`src/rtl/dbg_uart.sv`:
```
// Debug command engine: parses byte commands from a UART receiver and drives a
// 16-bit debug memory port, sending read/status responses with inter-byte pacing.
module dbg_uart #(
  parameter int unsigned GAP = 4500
) (
  input  logic        clk,
  input  logic        reset,
  input  logic        dix,
  input  logic [7:0]  id,
  output logic        dox,
  output logic [7:0]  od,
  output logic        csu,
  output logic [15:0] addru,
  output logic        ru,
  output logic [1:0]  wru,
  input  logic [15:0] data,
  output logic [15:0] datau,
  input  logic [7:0]  status
);

  localparam int unsigned GapW = $clog2(GAP + 2);

  localparam logic [7:0] OpSetAddr = 8'h01;
  localparam logic [7:0] OpWrite   = 8'h02;
  localparam logic [7:0] OpWriteB  = 8'h03;
  localparam logic [7:0] OpRead    = 8'h04;
  localparam logic [7:0] OpStatus  = 8'h05;
  localparam logic [7:0] OpStop    = 8'h06;
  localparam logic [7:0] OpGo      = 8'h07;

  typedef enum logic [2:0] {
    StIdle, StArg1, StArg2, StPre, StAcc, StPost, StStat, StTx
  } state_e;

  state_e          state_q;
  logic [7:0]      cmd_q;
  logic [7:0]      hi_q;
  logic            halt_q;
  logic [15:0]     tx_q;
  logic [1:0]      tx_cnt_q;
  logic [GapW-1:0] gap_q;

  always_ff @(posedge clk) begin
    if (reset) begin
      state_q  <= StIdle;
      cmd_q    <= 8'h00;
      hi_q     <= 8'h00;
      halt_q   <= 1'b0;
      tx_q     <= 16'h0000;
      tx_cnt_q <= 2'd0;
      gap_q    <= '0;
      dox      <= 1'b0;
      od       <= 8'h00;
      csu      <= 1'b0;
      addru    <= 16'h0000;
      ru       <= 1'b0;
      wru      <= 2'b00;
      datau    <= 16'h0000;
    end else begin
      dox <= 1'b0;
      if (gap_q != '0) gap_q <= gap_q - 1'b1;

      unique case (state_q)
        StIdle: begin
          if (dix) begin
            cmd_q <= id;
            case (id)
              OpSetAddr, OpWrite: state_q <= StArg1;
              OpWriteB:           state_q <= StArg2;
              OpRead: begin
                state_q <= StPre;
                csu     <= 1'b1;
              end
              OpStatus:           state_q <= StStat;
              OpStop: begin
                halt_q <= 1'b1;
                csu    <= 1'b1;
              end
              OpGo: begin
                halt_q <= 1'b0;
                csu    <= 1'b0;
              end
              default: ;
            endcase
          end
        end
        StArg1: begin
          if (dix) begin
            hi_q    <= id;
            state_q <= StArg2;
          end
        end
        StArg2: begin
          if (dix) begin
            if (cmd_q == OpSetAddr) begin
              addru   <= {hi_q, id};
              state_q <= StIdle;
            end else begin
              datau   <= (cmd_q == OpWrite) ? {hi_q, id} : {id, id};
              csu     <= 1'b1;
              state_q <= StPre;
            end
          end
        end
        // csu is already high here, so the strobe below never leads the bus grant.
        StPre: begin
          if (cmd_q == OpRead)       ru  <= 1'b1;
          else if (cmd_q == OpWrite) wru <= 2'b11;
          else                       wru <= addru[0] ? 2'b01 : 2'b10;
          state_q <= StAcc;
        end
        StAcc: begin
          ru  <= 1'b0;
          wru <= 2'b00;
          if (cmd_q == OpRead) begin
            tx_q     <= data;
            tx_cnt_q <= 2'd2;
          end
          addru   <= addru + ((cmd_q == OpWriteB) ? 16'd1 : 16'd2);
          state_q <= StPost;
        end
        StPost: begin
          csu     <= halt_q;
          state_q <= (cmd_q == OpRead) ? StTx : StIdle;
        end
        StStat: begin
          tx_q     <= {status, 8'h00};
          tx_cnt_q <= 2'd1;
          state_q  <= StTx;
        end
        StTx: begin
          if (gap_q == '0) begin
            dox      <= 1'b1;
            od       <= tx_q[15:8];
            tx_q     <= {tx_q[7:0], 8'h00};
            gap_q    <= GapW'(GAP);
            tx_cnt_q <= tx_cnt_q - 2'd1;
            if (tx_cnt_q == 2'd1) state_q <= StIdle;
          end
        end
        default: state_q <= StIdle;
      endcase
    end
  end

endmodule

```
`config.mk`:
```
export PLATFORM = sky130hd
export DESIGN_NAME = dbg_uart
export DESIGN_NICKNAME = d
export VERILOG_FILES = /design/src/rtl/dbg_uart.sv
export SDC_FILE = /design/constraint.sdc
export NUM_CORES = 1
export LEC_CHECK = 0
export BUFFER_PORTS_ARGS = -buffer_cell sky130_fd_sc_hd__buf_2
export CAP_MARGIN = 20
export CORE_MARGIN = 8
export CORE_UTILIZATION = 40
export DETAILED_ROUTE_END_ITERATION = 10
export PLACE_DENSITY = 0.71
export SYNTH_ARGS = -nofsm -noshare
export SYNTH_HDL_FRONTEND = slang
export SYNTH_SLANG_ARGS = --single-unit
```
`constraint.sdc`:
```
create_clock -name clk -period 2.76 [get_ports clk]
set_input_delay 0.138 -clock clk [delete_from_list [all_inputs] [get_ports clk]]
set_output_delay 0.138 -clock clk [all_outputs]
set_load 0.05 [all_outputs]
```
==> flow_metrics.tcl <==
set metrics [dict create \
    status "completed" \
    utilization_pct 46.98 \
    synth_compound_area_share_pct 21.42 \
    core_area_um2 11810 \
    grt-ovfl-total 0 \
    final-hold-violation-count 0 \
    syn_inst 577 \
    drtPass1Iterations 5 \
    fp.dieH_um 125.0 \
    drt_iter0_drc 585 \
    timing.fmax_mhz 415.4 \
    cts_made_buffers 9 \
    maxCapViolations 0 \
    path_cells "nor4_4 > nand4_2 > xor2_1 > ha_1 > nand3_1 > nor2_1 > a22oi_1 > or4_1 > a31oi_1" \
    drtAntennaViolNets 0 \
    critPathMaxStageDelay_ps 520 \
    placed_area_um2 5268 \
    tns_ps 0 \
    drc 0 \
    gr-usage-all-layers_pct 15.91 \
    grt_pass1_wl_um 21030 \
    clockBufferDepth 2 \
    crit_path_start_kind "flip-flop" \
    worstSetupEndpointType "flip-flop" \
    relSlewSlack_pct 53.67 \
    synth_seq_cells 96 \
    yosysTopAreaCellShare_pct 40.46 \
    period_needed_ps 2407 \
    dp_hpwl_um 8837 \
    synth_top_area_cell "dfxtp_1" \
    rows 40 \
    synth.area.mux_share_pct 7.587 \
    whs_ps 44.09 \
    ys_warn_count 0 \
    hold_buffers 0 \
    grt_max_degree 96 \
    port-buffer-count 79 \
    clk_pin_slew_ps 70 \
    nFillCells 1159 \
    wl_per_cell_um 16.05 \
    clock-sinks 96 \
    insertion_delay_ps 350 \
    peakVddDrop_v 0.0002457 \
    dieArea_um2 15620 \
    antenna_found_initial 0 \
    min_path_type "in2reg" \
    cts_setup_buffers 0 \
    final_cell_mix "dfxtp_1 (96), buf_2 (79), a21oi_1 (66)" \
    initial_core_util_pct 40.21 \
    syn-cell-area_um2 4750 \
    synth-main-ff-cell "dfxtp_1" \
    ctsResizeCount 0 \
    finalInstanceArea_um2 5549 \
    synth_cell_type_count 67 \
    antenna_cells 0 \
    die_x_um 125.0 \
    cp_max_fo 3 \
    skew_ps 7.123 \
    ys_top_cells_by_area "dfxtp_1 (40%), mux2i_1 (7.6%), a21oi_1 (7.0%)" \
    yosys.area_share.adder_pct 1.054 \
    yosys.area_share.xor_xnor_pct 1.475 \
    mostFrequentLayoutCell "dfxtp_1" \
    maxSlewViolCount 0 \
    worstPathArrival_ps 2680 \
    cts_tree "built" \
    powerDensity_nw_per_um2 645.9 \
    layout-drive-gt1-share_pct 19.88 \
    syn-num-nets 616 \
    synth_edf_count 0 \
    avgSynthCellArea_um2 8.231 \
    first_global_vias 4312 \
    setup_viol 0 \
    yosys.area_share.simple_pct 23.21 \
    tightest_slew_ps 688.6 \
    p_leak_nw 2.076 \
    async_flop_share_pct 0 \
    min_period_over_period_pct 87.22 \
    cp.required_ps 3030 \
    avgViaCountPerCell 5.827 \
    nNetsFinal 678 \
    rsz0062_at_grt "false" \
    cts-root-buf "clkbuf_16" \
    cpMaxStageDelayCell "or4_1" \
    routed_wl_um 12700 \
    ios 80 \
    htreeDepth 3 \
    critPathKind "reg2reg" \
    area.growth.synth_to_final_pct 16.83 \
    vias 4609 \
    synth_top_family_by_area "simple AND/OR/NAND/NOR gates" \
    place_congestion 0.8359 \
    seq_area_frac_synth_pct 40.46 \
]
final timing paths:
check | startpoint | to | slack [ps] | depth (start not counted)
max reg2reg | cmd_q[3]$_SDFFE_PP0P_ | addru[14]$_SDFFE_PP0P_ | 350 | 9
min reg2reg | od[3]$_SDFFE_PP0P_ | od[3]$_SDFFE_PP0P_ | 450 | 2
min | data[5] | tx_q[5]$_SDFFE_PP0P_ | 40 | 3
max | cmd_q[3]$_SDFFE_PP0P_ | addru[14]$_SDFFE_PP0P_ | 350 | 9
cell type report:
type / count / area [µm²] / share of cell area [%]
flip-flops and latches: 96 / 1922 / 34.63
well taps: 147 / 183.9 / 3.315
inverters: 15 / 56.30 / 1.015
clock inverters: 6 / 45.04 / 0.8117
clock buffers: 10 / 229.0 / 4.126
repair buffers: 93 / 513.0 / 9.245
multi-input cells: 424 / 2600 / 46.85
through the flow:
| stage | worst slack (ps) | power (mW) | cells |
|---|---|---|---|
| after floorplan | 156.4 | 2.240 | 577 |
| after global placement | 447.6 | 2.397 | 774 |
| after detailed placement | 367.5 | 2.433 | 774 |
| after CTS | 359.6 | 3.603 | 790 |
| after global routing | 170.0 | 3.791 | 791 |
| final | 352.6 | 3.584 | 791 |
flip-flops by register name, summed over array words and instances, names as in the netlist:
signal    cells
cmd_q         8
tx_q         16
dox           1
csu           1
od            8
ru            1
halt_q        1
tx_cnt_q      2
hi_q          8
gap_q        13
addru        16
state_q       3
wru           2
datau        16
power breakdown:
group	switching [mW]	internal, mW	total (mW)
Combinational	0.494	0.333	0.828
Sequential	0.108	1.49	1.60
Clock	0.547	0.614	1.16
logic make-up after synthesis:
family	Yosys count
simple gates	214
compound gates	162
flops	96
buf+inv	57
mux	36
xor+xnor	8
fa+ha+maj	4
cell usage after synthesis, types with 4 or more instances:
library cell	count
dfxtp_1	96
a21oi_1	66
nand2_1	58
nor2_1	58
mux2i_1	36
clkbuf_1	32
nand3_1	30
o21ai_0	29
a211oi_1	14
inv_1	13
nor3_1	11
and3_1	9
buf_2	8
o2111ai_1	8
a31oi_1	7
xor2_1	7
nor4_1	6
o211ai_1	6
a22oi_1	4
ha_1	4
nand4_1	4
per-layer routing:
layer	wire length (µm)	track usage, %
met1	5829	20.57
met5	0	0
met2	5920	25.22
met4	236	6.590
met3	708	3.357
worst max-delay path: cells and delay by family, from the launching register on:
kind	cells	cell delay, ps
adder cells (fa/ha/maj)	1	230
XOR/XNOR	1	170
flip-flops	1	330
AND/OR/NAND/NOR	5	1320
AO/OA/AOI/OAI	2	300
Note: power is estimated with default switching activity, not from simulation.
